--- src/rtl/inst_queue.sv ---
// Circular instruction FIFO between fetch and decode, flushed by ROB redirects.
// Optional macro INSTQUEUE_BYPASS_EN forwards a push straight to the decoder when the queue is empty.
module inst_queue #(
    parameter int DEPTH      = 16,
    parameter int INST_WIDTH = 32,
    parameter int ADDR_WIDTH = 32
) (
    input  logic                  clk_in,
    input  logic                  rst_in,
    input  logic                  rdy_in,
    input  logic                  if_instqueue_en_in,
    input  logic [INST_WIDTH-1:0] if_instqueue_inst_in,
    input  logic [ADDR_WIDTH-1:0] if_instqueue_pc_in,
    output logic                  instqueue_if_rdy_out,
    input  logic                  decoder_instqueue_rdy_in,
    output logic                  instqueue_decoder_en_out,
    output logic [INST_WIDTH-1:0] instqueue_decoder_inst_out,
    output logic [ADDR_WIDTH-1:0] instqueue_decoder_pc_out,
    input  logic                  rob_instqueue_clear_in
);

    localparam int PW = $clog2(DEPTH);
    localparam int CW = PW + 1;
    localparam int EW = INST_WIDTH + ADDR_WIDTH;
    localparam logic [CW-1:0] FULL_CNT = CW'(DEPTH);
    localparam logic [CW-1:0] RDY_MAX  = CW'(DEPTH - 2);

    logic [EW-1:0]         mem_q [DEPTH];
    logic [PW-1:0]         head_q, head_d;
    logic [PW-1:0]         tail_q, tail_d;
    logic [CW-1:0]         count_q, count_d;
    logic                  en_q, en_d;
    logic [INST_WIDTH-1:0] inst_q, inst_d;
    logic [ADDR_WIDTH-1:0] pc_q, pc_d;
    logic                  wr_en;
    logic                  do_push;
    logic                  do_pop;
    logic                  bypass;

    always_comb begin
        head_d  = head_q;
        tail_d  = tail_q;
        count_d = count_q;
        en_d    = en_q;
        inst_d  = inst_q;
        pc_d    = pc_q;
        wr_en   = 1'b0;
        do_push = 1'b0;
        do_pop  = 1'b0;
        bypass  = 1'b0;
        if (rdy_in) begin
            en_d = 1'b0;
            if (rob_instqueue_clear_in) begin
                head_d  = '0;
                tail_d  = '0;
                count_d = '0;
            end else begin
`ifdef INSTQUEUE_BYPASS_EN
                bypass = (count_q == '0) && if_instqueue_en_in && decoder_instqueue_rdy_in;
`endif
                do_push = if_instqueue_en_in && (count_q < FULL_CNT) && !bypass;
                do_pop  = decoder_instqueue_rdy_in && (count_q != '0);
                if (bypass) begin
                    en_d   = 1'b1;
                    inst_d = if_instqueue_inst_in;
                    pc_d   = if_instqueue_pc_in;
                end
                // Pop reads the pre-edge head, so a same-cycle push is never returned here.
                if (do_pop) begin
                    en_d           = 1'b1;
                    {inst_d, pc_d} = mem_q[head_q];
                    head_d         = head_q + 1'b1;
                end
                if (do_push) begin
                    wr_en  = 1'b1;
                    tail_d = tail_q + 1'b1;
                end
                case ({do_push, do_pop})
                    2'b10:   count_d = count_q + 1'b1;
                    2'b01:   count_d = count_q - 1'b1;
                    default: count_d = count_q;
                endcase
            end
        end
    end

    always_ff @(posedge clk_in) begin
        if (!rst_in) begin
            head_q  <= '0;
            tail_q  <= '0;
            count_q <= '0;
            en_q    <= 1'b0;
            inst_q  <= '0;
            pc_q    <= '0;
        end else begin
            head_q  <= head_d;
            tail_q  <= tail_d;
            count_q <= count_d;
            en_q    <= en_d;
            inst_q  <= inst_d;
            pc_q    <= pc_d;
        end
    end

    always_ff @(posedge clk_in) begin
        if (rst_in && wr_en) begin
            mem_q[tail_q] <= {if_instqueue_inst_in, if_instqueue_pc_in};
        end
    end

    // One slot stays free for the push fetch may already have in flight.
    assign instqueue_if_rdy_out       = (count_q <= RDY_MAX);
    assign instqueue_decoder_en_out   = en_q;
    assign instqueue_decoder_inst_out = inst_q;
    assign instqueue_decoder_pc_out   = pc_q;

endmodule

--- config.mk ---
export PLATFORM = sky130hd
export DESIGN_NAME = inst_queue
export DESIGN_NICKNAME = d
export VERILOG_FILES = /design/src/rtl/inst_queue.sv
export SDC_FILE = /design/constraint.sdc
export NUM_CORES = 1
export LEC_CHECK = 0
export CORE_MARGIN = 4
export CORE_UTILIZATION = 50
export DETAILED_ROUTE_END_ITERATION = 7
export MAX_ROUTING_LAYER = met4
export PLACE_DENSITY = 0.68
export SYNTH_ARGS = -nofsm -noshare
export SYNTH_HDL_FRONTEND = slang
export SYNTH_SLANG_ARGS = --single-unit
--- constraint.sdc ---
create_clock -name clk_in -period 9.5 [get_ports clk_in]
set_clock_uncertainty 0.15 [all_clocks]
set_input_delay 0.95 -clock clk_in [delete_from_list [all_inputs] [get_ports clk_in]]
set_output_delay 0.95 -clock clk_in [all_outputs]
set_load 0.01 [all_outputs]
==> results.yml, run 1 <==
clock_tree:
  clockBufferDepth: 3
  clock_latency_ps: 660
  cts_setup_buffers: 0
  cts_tree: "built"
  cts_resized: 0
  root_buffer: "clkbuf_16"
  cts_sinks: 1102
  htreeDepth: 3
  cts_buffers: 109
  clk_pin_slew_worst_paths_ps: 60
  hold_buffers: 0
global_routing:
  grt_pass1_wl_mm: 131.2
  grt_usage_pct: 20.19
  grt.overflow.total: 0
  grt_max_degree: 159
  grt_pass1_vias: 20617
  antenna_found_initial: 6
floorplan:
  die_height_um: 297.1
  ios: 136
  core_um2: 82500
  row_count: 105
  start_util_pct: 50.66
  die-area_um2: 88280
  dieWidth_um: 297.1
sta:
  report.final.slew_viol_count: 0
  rsz0062_at_grt: "no"
  period_share_pct: 46.41
  fmax_mhz: 226.8
  worstMarginPinSlew_ps: 1166
  fin_crit_ps: 4409
  relSlewSlack_pct: 22.25
  tns_ps: 0
  hold_viol_final: 0
  setup_violations: 0
logic_synthesis:
  yosysSeqAreaShare_pct: 77.31
  synthTopCellsByArea: "edfxtp_1, mux4_2, dfxtp_1"
  yosys_warnings: 0
  syn_avg_cell_area_um2: 21.96
  synth_cells: 1903
  synth_seq_cells: 1102
  synthFlopType: "edfxtp_1"
  ys_types: 47
  synth_edf_count: 1024
  yosys.area.top_type: "edfxtp_1"
  synth_fp_nets: 1980
  yosysTopAreaCellShare_pct: 73.57
  synth_area_um2: 41800
  synthArstFlopShare_pct: 0
finish:
  layout-area-overhead-vs-synth_pct: 15.10
  fin_nets: 2151
  drive_above_1_share_pct: 28.16
  final_util_pct: 58.31
  fill_cells: 5858
run:
  maxCapViolations: 0
routing:
  wl_met3_mm: 4.996
  avgViaCountPerCell: 5.964
  drtPass1Iterations: 5
  drt_wl_total_mm: 85.78
  drc_errors: 0
  final_antenna_net_count: 0
  wl_per_cell_um: 26.44
  via_count: 19347
  wl_met2_mm: 42.90
  drt_first_iter_violations: 1756
  maxUsedRoutingLayer: "met4"
  m1WireLength_mm: 35.99
pwr:
  p_int_mw: 8.109
  ir_drop_mv: 0.1365
  p_leak_nw: 14.94
  p_switching_mw: 1.876
  power_density_nw_per_um2: 207.5
  combPwrFrac_pct: 1.5
  switching_share_pct: 18.79
  seq_power_share_pct: 53.2
  power_mw: 9.985
  clockPowerShare_pct: 45.3
placement:
  post-dp-hpwl_mm: 44.17
  numPortBuffers: 135
  gp_congestion: 0.7689
critical_path:
  cp-end-kind: "flip-flop"
  crit_type: "primary input to flip-flop"
  ff2ff_path_depth: 6
  required_ps: 9640
  start_kind: "primary input"
  arrival_ps: 4550
  cp_max_fo: 37
min_path:
  hp-class: "flip-flop to flip-flop"
  whs_path_depth: 2
run_status:
  outcome: "completed"
## registers in the layout, indices dropped and copies added (netlist names)
name	flops
instqueue_decoder_en_out	1
instqueue_decoder_inst_out	32
count_q	5
mem_q	1024
tail_q	4
head_q	4
instqueue_decoder_pc_out	32
## worst paths after layout
check                                               startpoint                              to  slack, ps
worst max-delay path                    rob_instqueue_clear_in                    mem_q[4][51]       5090
worst min-delay path            instqueue_decoder_inst_out[13]  instqueue_decoder_inst_out[13]        280
worst max register to register                       head_q[1]    instqueue_decoder_pc_out[29]       5680
worst min register to register  instqueue_decoder_inst_out[13]  instqueue_decoder_inst_out[13]        280
## critical path, stage by stage
cell             delay (ps)
clkdlybuf4s50_1         560
nor2b_1                 370
nand2_1                 170
nor2_1                  490
nand2_1                 370
nor2_4                  940
buf_4                   670
## per-layer routing
metal / global-route usage (%) / vias up
met5: - / -
met4: 4.893 / 0
met3: 3.291 / 126
met2: 32.54 / 627
met1: 27.47 / 10336
li1: - / 8258
## cell usage in the layout, fill, tap and decap left out, types with 3 or more instances in the layout
cell,count
nor2_4,12
dfxtp_4,3
nor2_1,10
edfxtp_1,1024
clkbuf_1,23
nor3_2,4
clkinv_1,11
clkbuf_16,113
and2_1,3
inv_1,5
nand2b_1,4
clkinv_2,31
nand3_1,3
mux4_2,256
o21ai_0,11
diode_2,4
a22oi_1,65
ha_1,7
mux2_2,129
a21boi_0,5
nand2_1,140
dfxtp_1,75
clkbuf_8,4
a21oi_1,6
bufinv_16,20
nor2b_1,5
nor3_1,4
a31oi_1,3
buf_4,25
clkdlybuf4s50_1,135
## layout make-up
| type | count | area (um2) | area share, % |
|---|---|---|---|
| Sequential cell | 1102 | 32320 | 67.19 |
| Multi-Input combinational cell | 693 | 9009 | 18.73 |
| Clock buffer | 140 | 2969 | 6.172 |
| Timing Repair Buffer | 162 | 1579 | 3.282 |
| Tap cell | 1070 | 1339 | 2.783 |
| Clock inverter | 67 | 857.1 | 1.782 |
| Inverter | 6 | 22.52 | 0.04682 |
| Antenna cell | 4 | 10.01 | 0.02081 |
## logic make-up (layout without fill, tap and decap cells)
kind of cell / Yosys count / count (layout) / synth area share [%]
mux: 386 / 386 / 17.29
compound gates: 102 / 102 / 1.766
other cells: 0 / 4 / 0
flops: 1102 / 1102 / 77.31
simple gates: 196 / 196 / 1.955
fa+ha+maj: 7 / 7 / 0.2095
xor+xnor: 2 / 2 / 0.04192
buf+inv: 108 / 375 / 1.428
## synthesized netlist by cell type, types with 2 or more instances
master    number
a21boi_0       5
a21oi_1        6
a22o_1         2
a22oi_1       65
a31oi_1        3
a41oi_1        2
and2_1         4
buf_1          9
buf_2         29
buf_4         17
buf_6         12
clkbuf_1      34
dfxtp_1       78
edfxtp_1    1024
ha_1           7
inv_1          5
mux2_2       129
mux4_2       256
nand2_1      140
nand2b_1       4
nand3_1        3
nor2_1        22
nor2b_1        5
nor3_1         8
nor3b_1        2
o21ai_0       11
## power by group through the flow
stage	logic [mW]	registers, mW	clock network [mW]
after floorplan	0.0415	5.42	0
after global placement	0.143	5.42	0
after detailed placement	0.151	5.42	0
after CTS	0.152	5.31	4.61
after global routing	0.164	5.31	4.82
final	0.150	5.31	4.52
## stage by stage
step / hold WS (ps) / area, um2 / cells / worst slack (ps)
after global placement: 276.3 / 44270 / 3033 / 4449
after global routing: 305.0 / 48110 / 3244 / 4894
after floorplan: 312.5 / 41800 / 1903 / 2838
final: 284.4 / 48110 / 3244 / 5091
after CTS: 287.6 / 48100 / 3240 / 5098
after detailed placement: 279.7 / 44270 / 3033 / 4398
(Power assumes the default switching activity.)
==> run 2, diff against run 1 <==
- PLACE_DENSITY: 0.68 -> 0.71
- clock period: 9.5 -> 4.04 ns (I/O delays scaled with it)
==> run 2 against run 1 <==
Against the previous run: sequential share of layout area decreased by 0.48 points; hold slack about the same; power increased by 130%; sequential power increased by 140%; critical path type is now flip-flop to flip-flop; largest cell class unchanged; highest routed layer unchanged.
==> results.yml, run 2 (synthesis gave the netlist of run 1 again) <==
run_status:
  outcome: "completed"
critical_path:
  required_ps: 4410
  arrival_ps: 3270
  ff2ff_path_depth: 9
  start_kind: "flip-flop"
  crit_type: "flip-flop to flip-flop"
  cp-end-kind: "flip-flop"
  cp_max_fo: 10
placement:
  gp_congestion: 0.7895
  place_ws_ps: 525.3
  placed_cell_area_um2: 44890
  post-dp-hpwl_mm: 49.94
  numPortBuffers: 135
pwr:
  power_density_nw_per_um2: 471.5
  p_leak_nw: 14.96
  power_mw: 22.84
  ir_drop_mv: 0.5445
global_routing:
  antenna_found_initial: 4
  use_met2_pct: 34.45
  busiest_layer: "met2"
  use_met1_pct: 27.82
  grtUsageMet3_pct: 3.503
  grt_pass1_wl_mm: 134.2
  grt_pass1_vias: 20346
  grt.overflow.total: 0
  grt_usage_pct: 20.92
  grt_max_degree: 78
clock_tree:
  cts_sinks: 1102
  cts_setup_buffers: 0
  clock_latency_ps: 670
  hold_buffers: 0
  clockBufferDepth: 3
  htreeDepth: 3
  root_buffer: "clkbuf_16"
  cts_resized: 0
  cts_tree: "built"
  cts_buffers: 106
  clk_pin_slew_worst_paths_ps: 60
floorplan:
  row_count: 105
  core_um2: 82500
  die_height_um: 297.1
  start_util_pct: 50.66
  die-area_um2: 88280
  ios: 136
  dieWidth_um: 297.1
finish:
  stdcell_area_um2: 48450
  multi_input_area_um2: 9034
  final_cell_mix: "edfxtp_1, mux4_2, nand2_1"
  largest-register: "mem_q"
  seqCellArea_um2: 32320
  fill_cells: 5743
  layout-area-overhead-vs-synth_pct: 15.92
  final_common_cell: "edfxtp_1"
  largest_reg_flops: 1024
  drive_above_1_share_pct: 28.28
  final_util_pct: 58.73
  fin_nets: 2171
sta:
  period_share_pct: 71.61
  fmax_mhz: 345.7
  tns_ps: 0
  report.final.slew_viol_count: 0
  hold_viol_final: 0
  setup_violations: 0
  rsz0062_at_grt: "no"
  worstMarginPinSlew_ps: 900.2
  relSlewSlack_pct: 39.80
  setup_ws_ps: 1147
  fin_crit_ps: 2893
min_path:
  hp-class: "flip-flop to flip-flop"
  whs_path_depth: 2
routing:
  via_count: 19500
  wl_per_cell_um: 27.42
  drc_errors: 0
  drt_first_iter_violations: 2106
  final_antenna_net_count: 0
  drtPass1Iterations: 5
  avgViaCountPerCell: 5.985
  drt_wl_total_mm: 89.32
run:
  maxCapViolations: 0
## run 2: cell count changes in the layout (fill, tap and decap cells not counted), moves of 7 or more
cell	before	now
clkinv_1	11	21
bufinv_16	20	13
buf_12	2	36
buf_4	25	14
clkbuf_16	113	106
clkinv_2	31	17
## run 2: worst max-delay path, cell delays in order, from the launching register on
cell,delay [ps]
dfxtp_1,400
or3_1,470
o211ai_2,270
inv_2,90
ha_1,320
a31oi_1,330
a211oi_1,90
a311o_1,290
a41oi_1,220
a221oi_1,120
## run 2: worst paths after layout
kind / start / to / slack (ps)
worst min-delay path: instqueue_decoder_inst_out[4] / instqueue_decoder_inst_out[4] / 280
worst min register to register: instqueue_decoder_inst_out[4] / instqueue_decoder_inst_out[4] / 280
worst max-delay path: count_q[4] / count_q[4] / 1150
worst max register to register: count_q[4] / count_q[4] / 1150
## run 2: cell type report
cell class | count | area share, %
multi-input combinational | 693 | 18.64
sequential | 1102 | 66.71
clock inverter | 67 | 1.547
clock buffer | 132 | 5.779
tap | 1070 | 2.763
timing repair buffer | 185 | 4.493
antenna | 3 | 0.01549
inverter | 6 | 0.04648
## run 2: report_power, final
part / leakage [nW] / total, mW / internal, mW / switching [mW]
Sequential: 9.84 / 12.5 / 12.5 / 0.0133
Combinational: 3.40 / 0.377 / 0.123 / 0.254
Clock: 1.72 / 9.98 / 5.78 / 4.19
Total: 15.0 / 22.8 / 18.4 / 4.46
## run 2: per-layer routing
metal	part of all wire, %	wire length, um
met2	51	45930
met3	6.4	5704
met4	2.1	1846
met1	40	35840
met5	0	0
## run 2: stage by stage
step	std cells	hold slack, ps
after floorplan	1903	312.5
after global placement	3056	277.6
after detailed placement	3056	278.8
after CTS	3255	286.6
after global routing	3258	302.6
final	3258	284.6
==> run 3, diff against run 2 <==
- clock period: 4.04 -> 2.3 ns (I/O delays scaled with it)
==> run 3 against run 2 <==
Against the previous run: the flow now finishes with violations (setup timing); global-route usage grew 0.87 points; largest power group unchanged; via count grew 4.7%; cell count grew 6.1%; critical path type unchanged; critical endpoint unchanged; count of clock-buffer cells in the layout shrank 5; cell area grew 6.5%.
==> results.yml, run 3 (synthesis gave the netlist of run 1 again) <==
critical_path:
  cp_max_fo: 3
  crit_type: "flip-flop to flip-flop"
  start_kind: "flip-flop"
  ff2ff_path_depth: 9
  worst_path_max_delay_cell: "or3_4"
  required_ps: 2690
  r2r_start: "count_q[4]"
  crit_family: "compound AO/OA/AOI/OAI gates"
  crit_start: "count_q[4]"
  crit_path_cell_trace: "or3_4 -> o211ai_4 -> inv_2 -> ha_4 -> a31oi_4 -> a211oi_2 -> a311o_1 -> a41oi_2 -> a221oi_2"
  cp-end-kind: "flip-flop"
  r2r_end: "count_q[4]"
  max_stage_delay_ps: 400
  rrSetupSlack_ps: -130
  arrival_ps: 2820
  crit_buf_inv: 1
min_path:
  holdPathEnd: "head_q[2]"
  whs_path_depth: 3
  hp-start: "rst_in"
  hp-class: "primary input to flip-flop"
pwr:
  power_density_nw_per_um2: 797.5
  switching_share_pct: 19.33
  combPwrFrac_pct: 1.8
  p_switching_mw: 7.959
  p_leak_nw: 16.45
  seq_power_share_pct: 53.3
  p_int_mw: 33.21
  clockPowerShare_pct: 44.9
  ir_drop_mv: 0.6506
  power_mw: 41.17
sta:
  period_share_pct: 105.7
  tns_ps: -144.4
  holdWs_ps: 240.4
  fin_crit_ps: 2432
  setup_violations: 3
  rsz0062_at_grt: "yes"
  setup_ws_ps: -132.1
  hold_viol_final: 0
  report.final.slew_viol_count: 0
  fmax_mhz: 411.2
  worstMarginPinSlew_ps: 741.9
  relSlewSlack_pct: 50.38
run_status:
  outcome: "finished, violations left"
  violations: "setup timing"
routing:
  wl_met3_mm: 6.545
  maxUsedRoutingLayer: "met4"
  via_count: 20417
  drt_first_iter_violations: 2070
  wl_met2_mm: 49.18
  final_antenna_net_count: 0
  drtPass1Iterations: 5
  m1WireLength_mm: 36.22
  drt_wl_total_mm: 94.17
  wl_per_cell_um: 27.25
  avgViaCountPerCell: 5.908
  drc_errors: 0
finish:
  final_cell_mix: "edfxtp_1, mux4_2, nand2_1"
  drive_above_1_share_pct: 37.16
  largest_reg_flops: 1024
  largest-register: "mem_q"
  stdcell_area_um2: 51620
  fin_nets: 2360
  layoutNonFillerInstCount: 3456
  fill_cells: 5325
  final_common_cell: "edfxtp_1"
  layout-area-overhead-vs-synth_pct: 23.51
placement:
  post-dp-hpwl_mm: 56.33
  dpl.cell_count: 3196
  numPortBuffers: 135
  gp_congestion: 0.8351
  placed_cell_area_um2: 46840
clock_tree:
  clock_latency_ps: 680
  cts_buffers: 106
  clk_pin_slew_worst_paths_ps: 60
  htreeDepth: 3
  cts_tree: "built"
  cts_sinks: 1102
  clockBufferDepth: 3
  root_buffer: "clkbuf_16"
floorplan:
  row_count: 105
  die-area_um2: 88280
  core_um2: 82500
  ios: 136
  die_height_um: 297.1
  dieWidth_um: 297.1
  start_util_pct: 50.66
global_routing:
  grt_pass1_wl_mm: 140.1
  grt_usage_pct: 21.78
  grt_max_degree: 40
  antenna_found_initial: 10
  grt.overflow.total: 0
  grt_pass1_vias: 21601
run:
  maxCapViolations: 0
==> run 3: metal layers <==
metal	global-route usage, %	up-vias
met3	4.036	149
met4	6.162	0
met5	-	-
met1	28.02	10749
met2	36.06	819
li1	-	8700
==> run 3: cell type report <==
cell class / instances / area (um2) / area share [%]
Timing Repair Buffer: 374 / 4748 / 9.198
Sequential cell: 1102 / 32320 / 62.61
Antenna cell: 10 / 25.02 / 0.04847
Clock buffer: 127 / 2844 / 5.509
Inverter: 6 / 22.52 / 0.04363
Multi-Input combinational cell: 693 / 9358 / 18.13
Clock inverter: 74 / 964.7 / 1.869
Tap cell: 1070 / 1339 / 2.593
==> run 3: worst max path at each step <==
stage               slack (ps)     endpoint  cells past startpoint
global route              -190   count_q[4]                      9
global placement          -340  mem_q[3][3]                      9
floorplan                 -880  mem_q[0][0]                      6
finish                    -130   count_q[4]                      9
detailed placement        -280   count_q[4]                     10
CTS                       -130   count_q[4]                      9
==> run 3: metrics by stage <==
stage	setup WS (ps)	util [%]
after floorplan	-882.2	-
after global placement	-340.8	56.78
after detailed placement	-278.3	56.78
after CTS	-127.6	61.94
after global routing	-194.3	62.57
final	-132.1	62.57
==> run 3: power groups by stage <==
stage / logic (mW) / registers, mW / clock network, mW
after CTS: 0.728 / 21.9 / 18.8
after global placement: 0.685 / 22.4 / 0
after detailed placement: 0.716 / 22.4 / 0
after floorplan: 0.179 / 22.4 / 0
final: 0.735 / 21.9 / 18.5
after global routing: 0.790 / 21.9 / 19.7
==> run 3: worst min-delay path: cells and delay by family <==
kind	cells	cell delay, ps
buffers and inverters	2	640
AO/OA/AOI/OAI	1	130
==> run 3: what timing repair did <==
action / in CTS / in global routing
setup buffers: 19 / 22
gates cloned: 2 / 7
hold buffers: 0 / 0
pin swaps: 7 / 13
resized for setup: 39 / 38
setup endpoints to repair: 29 / 57
